--- src/rtl/drc_frame_ctrl.sv ---
`default_nettype none
// ============================================================================
// Module  : drc_frame_ctrl
// Brief   : Frame capture controller. It locks onto SOF, counts pixels, tags the
//           last pixel and zero-pads truncated frames.
// Revision: 1.0 - initial release
// ============================================================================
module drc_frame_ctrl #(
    parameter int I_PXL_W   = 16,
    parameter int PXL_CNT_W = 20,
    parameter int FRM_CNT_W = 16
) (
    input  logic                 aclk,
    input  logic                 aresetn,
    input  logic                 cfg_start,
    input  logic                 cfg_stop,
    input  logic                 cfg_cont,
    input  logic [PXL_CNT_W-1:0] cfg_pxl_num,
    input  logic [I_PXL_W-1:0]   i_pxl_dat,
    input  logic                 i_pxl_sof,
    input  logic                 i_pxl_vld,
    output logic                 i_pxl_rdy,
    output logic [I_PXL_W-1:0]   o_pxl_dat,
    output logic                 o_pxl_last,
    output logic                 o_pxl_vld,
    input  logic                 o_pxl_rdy,
    output logic                 sts_busy,
    output logic                 sts_frm_done,
    output logic [FRM_CNT_W-1:0] sts_frm_cnt,
    output logic                 sts_err_short
);

    localparam logic [1:0] S_IDLE     = 2'd0;
    localparam logic [1:0] S_WAIT_SOF = 2'd1;
    localparam logic [1:0] S_CAPTURE  = 2'd2;
    localparam logic [1:0] S_PAD      = 2'd3;

    localparam logic [PXL_CNT_W-1:0] c_PXL_ONE = {{(PXL_CNT_W-1){1'b0}}, 1'b1};
    localparam logic [FRM_CNT_W-1:0] c_FRM_ONE = {{(FRM_CNT_W-1){1'b0}}, 1'b1};

    logic [1:0]           r_state;
    logic [1:0]           w_state_nxt;
    logic                 r_cont;
    logic                 r_stop_pend;
    logic [PXL_CNT_W-1:0] r_num;
    logic [PXL_CNT_W-1:0] r_cnt;
    logic [I_PXL_W-1:0]   r_out_dat;
    logic                 r_out_last;
    logic                 r_out_vld;
    logic [FRM_CNT_W-1:0] r_frm_cnt;
    logic                 r_err_short;

    logic                 w_ld;
    logic [PXL_CNT_W-1:0] w_num_in;
    logic                 w_cnt_at_end;
    logic                 w_in_rdy;
    logic                 w_load;
    logic [I_PXL_W-1:0]   w_load_dat;
    logic                 w_load_last;
    logic                 w_sof_acc;
    logic                 w_set_err;
    logic                 w_frame_end;
    logic [1:0]           w_end_state;
    logic                 w_done_hs;

    assign w_ld         = ~r_out_vld | o_pxl_rdy;
    assign w_num_in     = (cfg_pxl_num == '0) ? c_PXL_ONE : cfg_pxl_num;
    assign w_cnt_at_end = (r_cnt == (r_num - c_PXL_ONE));
    assign w_frame_end  = w_load & w_load_last;
    assign w_done_hs    = r_out_vld & r_out_last & o_pxl_rdy;
    // A stop arriving on the very cycle the last pixel is loaded still ends capture.
    assign w_end_state  = (~r_cont | r_stop_pend | cfg_stop) ? S_IDLE : S_WAIT_SOF;

    always_ff @(posedge aclk or negedge aresetn) begin
        if (!aresetn) begin
            r_state <= S_IDLE;
        end else begin
            r_state <= w_state_nxt;
        end
    end

    always_comb begin
        w_state_nxt = r_state;
        case (r_state)
            S_IDLE: begin
                if (cfg_start) w_state_nxt = S_WAIT_SOF;
            end
            S_WAIT_SOF: begin
                if (cfg_stop)         w_state_nxt = S_IDLE;
                else if (w_frame_end) w_state_nxt = w_end_state;
                else if (w_sof_acc)   w_state_nxt = S_CAPTURE;
            end
            S_CAPTURE: begin
                if (w_set_err)        w_state_nxt = S_PAD;
                else if (w_frame_end) w_state_nxt = w_end_state;
            end
            default: begin
                if (w_frame_end) w_state_nxt = w_end_state;
            end
        endcase
    end

    always_comb begin
        w_in_rdy    = 1'b1;
        w_load      = 1'b0;
        w_load_dat  = '0;
        w_load_last = 1'b0;
        w_sof_acc   = 1'b0;
        w_set_err   = 1'b0;
        case (r_state)
            S_WAIT_SOF: begin
                if (i_pxl_sof && !cfg_stop) begin
                    w_in_rdy = w_ld;
                    if (i_pxl_vld && w_ld) begin
                        w_load      = 1'b1;
                        w_sof_acc   = 1'b1;
                        w_load_dat  = i_pxl_dat;
                        w_load_last = (w_num_in == c_PXL_ONE);
                    end
                end
            end
            S_CAPTURE: begin
                // An SOF here means the sensor frame was short: hold it for WAIT_SOF.
                if (i_pxl_vld && i_pxl_sof) begin
                    w_in_rdy  = 1'b0;
                    w_set_err = 1'b1;
                end else begin
                    w_in_rdy = w_ld;
                    if (i_pxl_vld && w_ld) begin
                        w_load      = 1'b1;
                        w_load_dat  = i_pxl_dat;
                        w_load_last = w_cnt_at_end;
                    end
                end
            end
            S_PAD: begin
                w_in_rdy = 1'b0;
                if (w_ld) begin
                    w_load      = 1'b1;
                    w_load_last = w_cnt_at_end;
                end
            end
            default: begin
                w_in_rdy = 1'b1;
            end
        endcase
    end

    always_ff @(posedge aclk or negedge aresetn) begin
        if (!aresetn) begin
            r_cont      <= 1'b0;
            r_stop_pend <= 1'b0;
            r_num       <= '0;
            r_cnt       <= '0;
            r_out_dat   <= '0;
            r_out_last  <= 1'b0;
            r_out_vld   <= 1'b0;
            r_frm_cnt   <= '0;
            r_err_short <= 1'b0;
        end else begin
            if (w_ld) begin
                r_out_vld  <= w_load;
                r_out_dat  <= w_load_dat;
                r_out_last <= w_load_last;
            end
            if (r_state == S_IDLE && cfg_start) begin
                r_cont      <= cfg_cont;
                r_err_short <= 1'b0;
            end else if (w_set_err) begin
                r_err_short <= 1'b1;
            end
            if (w_sof_acc) r_num <= w_num_in;
            if (w_frame_end)    r_cnt <= '0;
            else if (w_sof_acc) r_cnt <= c_PXL_ONE;
            else if (w_load)    r_cnt <= r_cnt + c_PXL_ONE;
            if (w_state_nxt == S_IDLE)
                r_stop_pend <= 1'b0;
            else if (cfg_stop && (r_state == S_CAPTURE || r_state == S_PAD))
                r_stop_pend <= 1'b1;
            if (w_done_hs) r_frm_cnt <= r_frm_cnt + c_FRM_ONE;
        end
    end

    assign i_pxl_rdy     = w_in_rdy;
    assign o_pxl_dat     = r_out_dat;
    assign o_pxl_last    = r_out_last;
    assign o_pxl_vld     = r_out_vld;
    assign sts_busy      = (r_state != S_IDLE);
    assign sts_frm_done  = w_done_hs;
    assign sts_frm_cnt   = r_frm_cnt;
    assign sts_err_short = r_err_short;

endmodule
`default_nettype wire

--- config.mk ---
export PLATFORM = sky130hd
export DESIGN_NAME = drc_frame_ctrl
export DESIGN_NICKNAME = d
export VERILOG_FILES = /design/src/rtl/drc_frame_ctrl.sv
export SDC_FILE = /design/constraint.sdc
export NUM_CORES = 1
export LEC_CHECK = 0
export BUFFER_PORTS_ARGS = -buffer_cell sky130_fd_sc_hd__clkbuf_2
export CAP_MARGIN = 30
export CORE_MARGIN = 4
export CORE_UTILIZATION = 25
export DETAILED_ROUTE_END_ITERATION = 8
export MAX_ROUTING_LAYER = met4
export SKIP_LAST_GASP = 1
export SLEW_MARGIN = 20
export SYNTH_ARGS = -nofsm -noshare
export SYNTH_HDL_FRONTEND = slang
export SYNTH_SLANG_ARGS = --single-unit
--- constraint.sdc ---
create_clock -name aclk -period 8.3 [get_ports aclk]
set_input_delay 0.83 -clock aclk [delete_from_list [all_inputs] [get_ports aclk]]
set_output_delay 0.83 -clock aclk [all_outputs]
set_load 0.05 [all_outputs]
Word-level counts from Yosys, hierarchy flattened
Index checks and enable logic that the tools add are counted.
- bits in registers: 79
- input port bits: 44
- output and inout port bits: 38
- logic and storage cells: 77
- add/subtract/negate cells: 3
- equal/unequal tests: 5
- mux-type cells: 37
- bitwise logic cells: 8
- reductions and logical operators: 14
- operators by type and width (operator ; count):
    two-way mux 20 bit ; 4
    two-way mux 16 bit ; 3
    one-hot mux 16 bit (2 select lines) ; 1
    adder 20 x 1 -> 20 bit (second input constant) ; 1
    equality test 20 x 1 -> 1 bit (second input constant) ; 1
    equality test 20 bit ; 1
    zero test 20 bit ; 1
    subtractor 20 x 1 -> 20 bit (second input constant) ; 1
    two-way mux 1 bit ; 19
    adder 16 x 1 -> 16 bit (second input constant) ; 1
    two-way mux 2 bit ; 6
    one-hot mux 1 bit (3 select lines) ; 3
    one-hot mux 2 bit (3 select lines) ; 1
    nonzero test 2 bit ; 3
    logical AND 1 bit ; 5
    equality test 2 bit (second input constant) ; 2
    zero test 2 bit ; 2
    AND 1 bit ; 3
    bitwise OR 1 bit ; 3
    nonzero test 3 bit ; 1
    equality test 2 x 1 -> 1 bit (second input constant) ; 1
    NOT 1 bit ; 2
    zero test 1 bit ; 1
    logical OR 1 bit ; 1

Logic depth before layout (Yosys ltp)
Gate-level depths: netlist of run 1.
- depth in word-level cells: 12
- gate-level depth with buffers: 13
- gate-level depth less buffers: 10

Worst setup path after synthesis of run 1
Ideal clock, no wire load.
- kind: flip-flop to flip-flop
- start point: register r_num[0]
- end point: register r_cnt[9]
- library setup time: 0.122 ns
- arrival time: 3.109 ns
- required time: 8.178 ns
- slack: 5.069 ns
- cell stages (with the launch flop): 12
- buffers on the path: 2
- clock period less this slack: 3.231 ns
- cell sequence: dfrtp_1 > inv_1 > ha_1 > or4b_2 > or3_1 > a211oi_1 > nor2_1 > a2111oi_0 > nand4_2 > buf_6 > buf_4 > a32o_1
- cells in the longest elaborated chain, start to end: 7
- elaborated cells on any way between the ends: 9
- those cells by class: add/sub (1); eq/ne (1); mux (5); bitwise (1); reduce/logical (1)
- RTL lines (what ; RTL line ; source):
    from (decl) ; 45 ; logic [PXL_CNT_W-1:0] r_num;
    from (signal assigned) ; 172 ; if (w_sof_acc) r_num <= w_num_in;
    subtractor 20 x 1 -> 20 bit (*) ; 68 ; assign w_cnt_at_end = (r_cnt == (r_num - c_PXL_ONE));
    equality test 20 bit (*) ; 68 ;
    two-way mux 1 bit ; 129 ; if (i_pxl_vld && w_ld) begin
    two-way mux 1 bit ; 124 ; if (i_pxl_vld && i_pxl_sof) begin
    one-hot mux 1 bit (3 select lines) (*) ; 110 ; case (r_state)
    AND 1 bit (*) ; 69 ; assign w_frame_end = w_load & w_load_last;
    nonzero test 3 bit (no line) or two-way mux 20 bit (tied branches) ; n/a ;
    to (signal assigned) ; 174 ; else if (w_sof_acc) r_cnt <= c_PXL_ONE;
    to (signal assigned) ; 175 ; else if (w_load) r_cnt <= r_cnt + c_PXL_ONE;
    to (decl) ; 46 ; logic [PXL_CNT_W-1:0] r_cnt;
Every way passes the cells marked *; elsewhere a longest branch is shown, timed or not.
A chain may end at the register's enable or synchronous reset.

Worst setup path after layout of run 1
Ends and elaborated chain as after synthesis.

==> run summary, run 1 <==
TIMING
------------------------------------------------------------------------------
Slew Viols, Final                                                            0
Hold Violations, Final                                                       0
Setup repair after global routing missed its margin                      false
Worst rel slew slack                                                     0.435
Summed negative setup slack over all endpoints                            0 ps
Worst Tran Pin Value                                                    845 ps
Fmax                                                                   243 MHz
Crit share post-route                                                    0.496
Post-layout minimum cycle time                                         4110 ps
Clock Skews                                                            6.11 ps
Smallest hold slack                                                     353 ps
Setup Viol. Count Final                                                      0

WORST SETUP PATH
------------------------------------------------------------------------------
Max Fanout on Critical Path                                                 33
Slowest stage delay, CP                                                 780 ps
Beginning of the worst register-to-register path                  r_num[0]$_DFFE_PN0P_
R2r endpoint                                                      r_cnt[9]$_DFFE_PN0P_
Data required time of the critical path                                8530 ps
Dominant delay contributor by cell family on the critical path    simple AND/OR/NAND/NOR gates
Cell Chain, Critical Path                                         inv_1 -> ha_1 -> or4b_2 -> or3_1 -> a211oi_1 -> nor2_1 -> a2111oi_0 -> nand4_2 -> a31o_1 -> a32o_1
Critical path arrival                                                  4340 ps
Crit path capture type                                                    flop
Startpoint kind of the worst setup timing path                            flop
Reg-to-reg slack, setup                                                4190 ps
Critical-path top delay cell                                      sky130_fd_sc_hd__nand4_2
Buffering stage count on the worst path with inverters included              1
Worst Reg2Reg Path Length in Cells                                          10
Crit Path Category                                                flop to flop

PLACE
------------------------------------------------------------------------------
Detailed-placement wirelength estimate                                 8.39 mm
RD Place Congestion                                                      0.806
Cells after DPL                                                            785
Number of buffer cells added on primary ports                               81
Post-place instance area                                          0.00519 mm^2

GLOBAL ROUTE
------------------------------------------------------------------------------
Total track usage                                                        0.119
Antenna violations before repair                                             0
Number of global-route vias before repair                                 3763
Pin count of the biggest net entering global routing                        62
Residual overflow from global routing                                        0
Global-route wire length before repair                                 19.1 mm

DIE
------------------------------------------------------------------------------
Floorplan die area                                                 0.0205 mm^2
Starting Density                                                         0.254
Cell Rows                                                                   49
Total core area                                                    0.0180 mm^2
Boundary Pins                                                               82
Die outline width                                                       143 um
Vertical extent of the die                                              143 um

YOSYS
------------------------------------------------------------------------------
Number of flops mapped to enable cells by yosys                              0
Count of cell types in the netlist                                          62
Summed instance area of the synthesized netlist                   0.00457 mm^2
Number of instances in the synthesized netlist                             495
Number of synthesized register bits                                         79
Synthesized area divided by synthesized cell count                   9.23 um^2
Post-synthesis sequential area ratio                                     0.433
Ys Warns                                                                     0
Leading register cell type out of synthesis                       sky130_fd_sc_hd__dfrtp_1
Synthesized net count                                                      546
Async set-or-reset flop fraction in the synthesized netlist               1.00

PWR
------------------------------------------------------------------------------
Clock network fraction of design power                                   0.262
Worst vdd ir                                                            114 uV
Fraction of power consumed by sequential logic                           0.385
Total power after layout                                               1460 uW
Switching portion of total power                                         0.391
Internal                                                                891 uW
Reported leakage power                                              0.00248 uW
Net switching power                                                     572 uW
Part of the power in combinational logic                                 0.353
Power per cell area                                                267 mW/mm^2

CLOCK NETWORK
------------------------------------------------------------------------------
Post-CTS Setup Repair Bufs                                                   0
Maximum level of the CTS H-tree                                              3
Clock insertion delay at the later pin of the skew report               340 ps
CTS resizes                                                                  0
TritonCTS clock tree                                                      done
Inserted Clock Buffers                                                       9
Number of hold-repair buffers added at the cts stage                         0
CTS clk-pin slew, worst paths                                            60 ps
Maximum clock insertion buffer count                                         2
Clk sinks                                                                   79
Clock root buffer                                                 sky130_fd_sc_hd__clkbuf_16

LAYOUT
------------------------------------------------------------------------------
Proportion of layout cells with a drive suffix above 1                   0.196
Final instance area                                               0.00548 mm^2
Most common library cell in the layout ignoring fill and taps     sky130_fd_sc_hd__clkbuf_2
Area occupied by multi-input gates                                0.00240 mm^2
Most used cells in the layout excluding fill and tap cells        sky130_fd_sc_hd__clkbuf_2, sky130_fd_sc_hd__dfrtp_1, sky130_fd_sc_hd__nand2_1, sky130_fd_sc_hd__nor2_1, sky130_fd_sc_hd__a22o_1
Diode count                                                                  0
Fillers                                                                   1877
Area added between synthesis and finish                                  19.9%
Total Nets Final                                                           618
Number of standard cells in the final layout excluding fillers             801
Combined flip-flop and latch cell area                            0.00198 mm^2

DRT
------------------------------------------------------------------------------
Number of vias in the routed layout                                       3959
Number of remaining DRC errors                                               0
Post-DR vias/cell                                                         4.94
Detailed Route WL                                                      11.6 mm
Length of the first detailed-routing pass in iterations                      4
WL per Instance                                                        14.4 um
ANT nets after route                                                         0
Starting DRC count in detailed routing                                     175

RUN
------------------------------------------------------------------------------
Max Cap Violations                                                           0

MIN PATH
------------------------------------------------------------------------------
Path class of the lowest-slack min-delay path                     primary input to async pin

OUTCOME
------------------------------------------------------------------------------
Status                                                               completed

## per-stage QoR
step / utilization / setup slack [ps]
final: 0.305 / 4190
after global placement: 0.289 / 4310
after detailed placement: 0.289 / 4180
after floorplan: - / 5070
after CTS: 0.305 / 4170
after global routing: 0.305 / 3830
## cell type report
cell class | instances | share of cell area
multi-input combinational | 370 | 0.438
sequential | 79 | 0.361
timing repair buffer | 87 | 0.0827
tap | 229 | 0.0523
clock buffer | 12 | 0.0468
inverter | 20 | 0.0137
clock inverter | 4 | 0.00525
## synth_stat cells, drive strengths merged (4+ instances only)
library cell | instances | area, um^2
ha | 7 | 87.6
o211ai | 7 | 52.6
nand2 | 63 | 236
o21ai | 11 | 55.1
clkbuf | 19 | 71.3
dfrtp | 79 | 1980
nor2 | 35 | 131
nand3 | 17 | 85.1
a32o | 4 | 40.0
a21oi | 13 | 68.8
a41oi | 12 | 105
nor4 | 11 | 68.8
a31oi | 15 | 93.8
a22o | 24 | 210
and2 | 6 | 37.5
xor2 | 16 | 140
nor3 | 13 | 65.1
nand4 | 15 | 100
nand4b | 4 | 35.0
xnor2 | 21 | 184
inv | 20 | 75.1
nor2b | 5 | 31.3
and3 | 13 | 81.3
or4 | 6 | 48.8
or4b | 6 | 60.1
buf | 7 | 42.5
a21boi | 4 | 30.0
## power by group through the flow
stage | logic (uW) | registers, uW | clock network, uW
floorplan | 408 | 545 | 0
global placement | 514 | 569 | 0
detailed placement | 517 | 571 | 0
CTS | 520 | 564 | 398
global route | 574 | 579 | 412
finish | 516 | 563 | 383
## cell families (layout without fill, tap and decap cells)
group,Yosys count,after routing,share of synthesized area
AOI/OAI and AO/OA,111,111,0.181
buffers and inverters,46,123,0.0414
muxes,3,3,0.00712
adders and majority gates,7,7,0.0192
xor gates and xnor gates,38,38,0.0759
DFF,79,79,0.433
and+or+nand+nor,211,211,0.243
## worst reg2reg max path: cells and delay by family (launching register included)
| family | cells | cell delay [ps] |
|---|---|---|
| adder cells (fa/ha/maj) | 1 | 250 |
| flip-flops | 1 | 410 |
| buffers and inverters | 1 | 90 |
| AND/OR/NAND/NOR | 4 | 1880 |
| AO/OA/AOI/OAI | 4 | 1370 |
## layer usage
metal  wire [um]  vias up  GRT usage
met1        5290     1885      0.148
met5           0        -          -
met3         503       16     0.0278
met2        5550       75      0.192
met4         217        0     0.0415
li1            -     1983          -
## flip-flops by register name, indices dropped and copies added, names as in the netlist
signal,cells
sts_err_short,1
r_cnt,20
sts_frm_cnt,16
r_num,20
r_cont,1
r_state,2
r_stop_pend,1
o_pxl_dat,16
o_pxl_last,1
o_pxl_vld,1
## how the worst max path moves through the flow
stage,end,from,cells past startpoint
final,r_cnt[9]$_DFFE_PN0P_,r_num[0]$_DFFE_PN0P_,10
after global routing,r_cnt[9]$_DFFE_PN0P_,r_num[0]$_DFFE_PN0P_,10
after CTS,r_cnt[9]$_DFFE_PN0P_,r_num[0]$_DFFE_PN0P_,10
after detailed placement,r_cnt[9]$_DFFE_PN0P_,r_num[0]$_DFFE_PN0P_,10
after global placement,r_cnt[9]$_DFFE_PN0P_,r_num[0]$_DFFE_PN0P_,10
after floorplan,r_cnt[9]$_DFFE_PN0P_,r_num[0]$_DFFE_PN0P_,11
Note: power is estimated with default switching activity, not from simulation.
==> run 2, diff against run 1 <==
- ABC_AREA: default -> 1
- clock period: 8.3 -> 4 ns (I/O delays scaled with it)
==> run 2 against run 1 <==
  * Register-to-register slack got worse by 2900 ps
  * Die area grew 4.7%
  * Clock-buffer cell count is 2 lower
  * Critical path type unchanged
  * Critical endpoint is now r_stop_pend$_DFFE_PN0P_
  * Highest routed layer unchanged
==> run summary, run 2 <==
OUTCOME
------------------------------------------------------------------------------
Status                                                               completed

CLOCK NETWORK
------------------------------------------------------------------------------
Number of hold-repair buffers added at the cts stage                         1   +1
Maximum clock insertion buffer count                                         2   unchanged
Clock insertion delay at the later pin of the skew report               350 ps   about the same
Clk sinks                                                                   79   unchanged
CTS clk-pin slew, worst paths                                            60 ps   about the same
Clock root buffer                                                 sky130_fd_sc_hd__clkbuf_16
Maximum level of the CTS H-tree                                              3   unchanged
Post-CTS Setup Repair Bufs                                                   0   unchanged
Inserted Clock Buffers                                                       9   unchanged
TritonCTS clock tree                                                      done
CTS resizes                                                                  0   unchanged

WORST SETUP PATH
------------------------------------------------------------------------------
Critical path arrival                                                  2950 ps   -1390 ps
Top cell by count, worst path                                     sky130_fd_sc_hd__nand2_1
Critical-path top delay cell                                      sky130_fd_sc_hd__dfrtp_1
Cell Chain, Critical Path                                         inv_1 -> nor2_2 -> buf_4 -> inv_2 -> nand4_1 -> o21ai_1 -> nand2_1 -> nor2_1 -> nand3_1 -> nor2_2 -> nand2_2 -> nand2_4 -> nand2_4 -> nand2_1 -> nand2_1 -> a21oi_2 -> a21oi_2
Data required time of the critical path                                4230 ps   -4300 ps
Startpoint kind of the worst setup timing path                            flop
Crit Path Category                                                flop to flop
Critical Path End                                                 r_stop_pend$_DFFE_PN0P_
Slowest stage delay, CP                                                 400 ps   -380 ps
R2r endpoint                                                      r_stop_pend$_DFFE_PN0P_
Logic depth of the worst path, buffers included                             17   +7
Max Fanout on Critical Path                                                 20   -39%
Beginning of the worst register-to-register path                  o_pxl_vld$_DFFE_PN0N_
Worst Reg2Reg Path Length in Cells                                          17   +7
Dominant delay contributor by cell family on the critical path    simple AND/OR/NAND/NOR gates
Launch point of the critical path                                 o_pxl_vld$_DFFE_PN0N_
Crit path capture type                                                    flop
Buffering stage count on the worst path with inverters included              3   +2
Reg-to-reg slack, setup                                                1280 ps   -2910 ps

PWR
------------------------------------------------------------------------------
Power per cell area                                                600 mW/mm^2   +120%
Worst vdd ir                                                            356 uV   +210%
Reported leakage power                                              0.00300 uW   +21%

TIMING
------------------------------------------------------------------------------
Summed negative setup slack over all endpoints                            0 ps   unchanged
Smallest hold slack                                                     284 ps   -68.6 ps
Worst rel slew slack                                                     0.675   +0.239
Setup Viol. Count Final                                                      0   unchanged
Slew Viols, Final                                                            0   unchanged
Fmax                                                                   367 MHz   +51%
Hold Violations, Final                                                       0   unchanged
Clock Skews                                                            8.59 ps   +2.48 ps
Setup repair after global routing missed its margin                      false
Worst Tran Pin Value                                                    488 ps   -357 ps
Crit share post-route                                                    0.681   +0.185
Post-layout minimum cycle time                                         2720 ps   -1390 ps

YOSYS
------------------------------------------------------------------------------
Post-synthesis sequential area ratio                                     0.412   -0.0207
Number of flops mapped to enable cells by yosys                              0   unchanged
Post-synthesis cell type with the largest combined area           sky130_fd_sc_hd__dfrtp_1
Async set-or-reset flop fraction in the synthesized netlist               1.00   unchanged
Cell types occupying the most area after synthesis                sky130_fd_sc_hd__dfrtp_1, sky130_fd_sc_hd__nand2_1, sky130_fd_sc_hd__inv_1, sky130_fd_sc_hd__nor2_1, sky130_fd_sc_hd__nand4_1
Ys Warns                                                                     0   unchanged
Leading register cell type out of synthesis                       sky130_fd_sc_hd__dfrtp_1
Cell with the most instances after synthesis                      sky130_fd_sc_hd__nand2_1
Number of synthesized register bits                                         79   unchanged
Post-synth top area share                                                0.412   -0.0207
Synthesized net count                                                      685   +25%
Summed instance area of the synthesized netlist                   0.00480 mm^2   +5.0%
Synthesized area divided by synthesized cell count                   7.57 um^2   -18%
Top cell types by occurrence after synthesis                      sky130_fd_sc_hd__nand2_1, sky130_fd_sc_hd__dfrtp_1, sky130_fd_sc_hd__inv_1
Count of cell types in the netlist                                          50   -19%
Number of instances in the synthesized netlist                             634   +28%

DIE
------------------------------------------------------------------------------
Vertical extent of the die                                              147 um   +2.3%
Die outline width                                                       147 um   +2.3%
Boundary Pins                                                               82   unchanged
Total core area                                                    0.0188 mm^2   +4.5%
Cell Rows                                                                   50   +2.0%
Floorplan die area                                                 0.0215 mm^2   +4.7%
Starting Density                                                         0.256   +0.00130

PLACE
------------------------------------------------------------------------------
Number of buffer cells added on primary ports                               81   unchanged
Cells after DPL                                                            936   +19%
Post-place instance area                                          0.00546 mm^2   +5.0%
RD Place Congestion                                                      0.859   +6.6%
Detailed-placement wirelength estimate                                 9.07 mm   +8.1%

LAYOUT
------------------------------------------------------------------------------
Registers with the most flip-flops                                r_cnt (20), r_num (20)
Fillers                                                                   2022   +7.7%
Area added between synthesis and finish                                  20.9%
Most used cells in the layout excluding fill and tap cells        sky130_fd_sc_hd__nand2_1, sky130_fd_sc_hd__clkbuf_2, sky130_fd_sc_hd__dfrtp_1, sky130_fd_sc_hd__inv_1, sky130_fd_sc_hd__nor2_1
Proportion of layout cells with a drive suffix above 1                   0.220   +0.0239
Total Nets Final                                                           765   +24%
Diode count                                                                  0   unchanged
Most common library cell in the layout ignoring fill and taps     sky130_fd_sc_hd__nand2_1
Final instance area                                               0.00580 mm^2   +5.8%
Number of standard cells in the final layout excluding fillers             953   +19%

DRT
------------------------------------------------------------------------------
Length of the first detailed-routing pass in iterations                      4   unchanged
Number of remaining DRC errors                                               0   unchanged
WL per Instance                                                        12.4 um   -14%
Starting DRC count in detailed routing                                     233   +33%
Post-DR vias/cell                                                         4.43   -10%
Detailed Route WL                                                      11.8 mm   +2.4%
Number of vias in the routed layout                                       4220   +6.6%
ANT nets after route                                                         0   unchanged

GLOBAL ROUTE
------------------------------------------------------------------------------
Global-route wire length before repair                                 20.6 mm   +7.9%
Residual overflow from global routing                                        0   unchanged
Number of global-route vias before repair                                 4262   +13%
Total track usage                                                        0.119   -0.000296
Antenna violations before repair                                             0   unchanged
Pin count of the biggest net entering global routing                        54   -13%

RUN
------------------------------------------------------------------------------
Max Cap Violations                                                           0   unchanged

MIN PATH
------------------------------------------------------------------------------
Path class of the lowest-slack min-delay path                     primary input to flop

[run 2: cell types whose count changed in the layout (fill, tap and decap cells not counted), sizes merged, moves of 8 or more]
| cell | previous run | this run |
|---|---|---|
| a22o | 24 | 0 |
| a31oi | 15 | 1 |
| a41oi | 12 | 1 |
| and3 | 13 | 0 |
| inv | 21 | 76 |
| nand2 | 63 | 192 |
| nand3 | 17 | 39 |
| nand4 | 15 | 32 |
| nor2 | 35 | 80 |
| o21ai | 11 | 39 |
| xnor2 | 21 | 13 |
[run 2: routing by layer]
layer / share of wire / global-route usage
met5: 0 / -
met1: 0.52 / 0.163
met3: 0.038 / 0.0245
met2: 0.43 / 0.176
met4: 0.015 / 0.0405
[run 2: power by group]
| group | internal [uW] | switching [uW] | leakage (uW) |
|---|---|---|---|
| Combinational | 462 | 877 | 0.00179 |
| Sequential | 983 | 246 | 0.00105 |
| Clock | 567 | 346 | 0.000159 |
| Total | 2010 | 1470 | 0.00300 |
[run 2: kinds of logic after synthesis]
family,Yosys count,synth area share
AND/OR/NAND/NOR,363,0.359
buffers and inverters,93,0.0793
flip-flops,79,0.412
AO/OA/AOI/OAI,62,0.0762
XOR/XNOR,29,0.0529
adder cells (fa/ha/maj),7,0.0183
multiplexers,1,0.00235
[run 2: per-stage QoR]
step           power, uW   util  setup WS (ps)
5_1_grt             3780  0.309           1050
4_1_cts             3520  0.309           1280
6_report            3480  0.309           1280
3_5_place_dp        2580  0.291           1240
3_3_place_gp        2570  0.289           1320
2_1_floorplan       2250      -           1210
[run 2: worst min path at each step]
stage / startpoint / endpoint / slack, ps / cells after the start
2_1_floorplan: aresetn / o_pxl_dat[0]$_DFFE_PN0N_ / 100 / 0
3_3_place_gp: sts_frm_cnt[15]$_DFFE_PN0P_ / sts_frm_cnt[15]$_DFFE_PN0P_ / 460 / 1
3_5_place_dp: aresetn / sts_frm_cnt[0]$_DFFE_PN0P_ / 350 / 1
4_1_cts: cfg_cont / r_cont$_DFFE_PN0P_ / 270 / 2
5_1_grt: cfg_cont / r_cont$_DFFE_PN0P_ / 270 / 2
6_report: cfg_cont / r_cont$_DFFE_PN0P_ / 280 / 2
[run 2: area by class of cell]
type	instances	area, um^2	area share
sequential	79	1980	0.341
clock buffer	10	239	0.0412
inverter	77	289	0.0498
multi-input combinational	462	2450	0.422
clock inverter	6	93.8	0.0162
tap	234	293	0.0505
timing repair buffer	85	460	0.0794
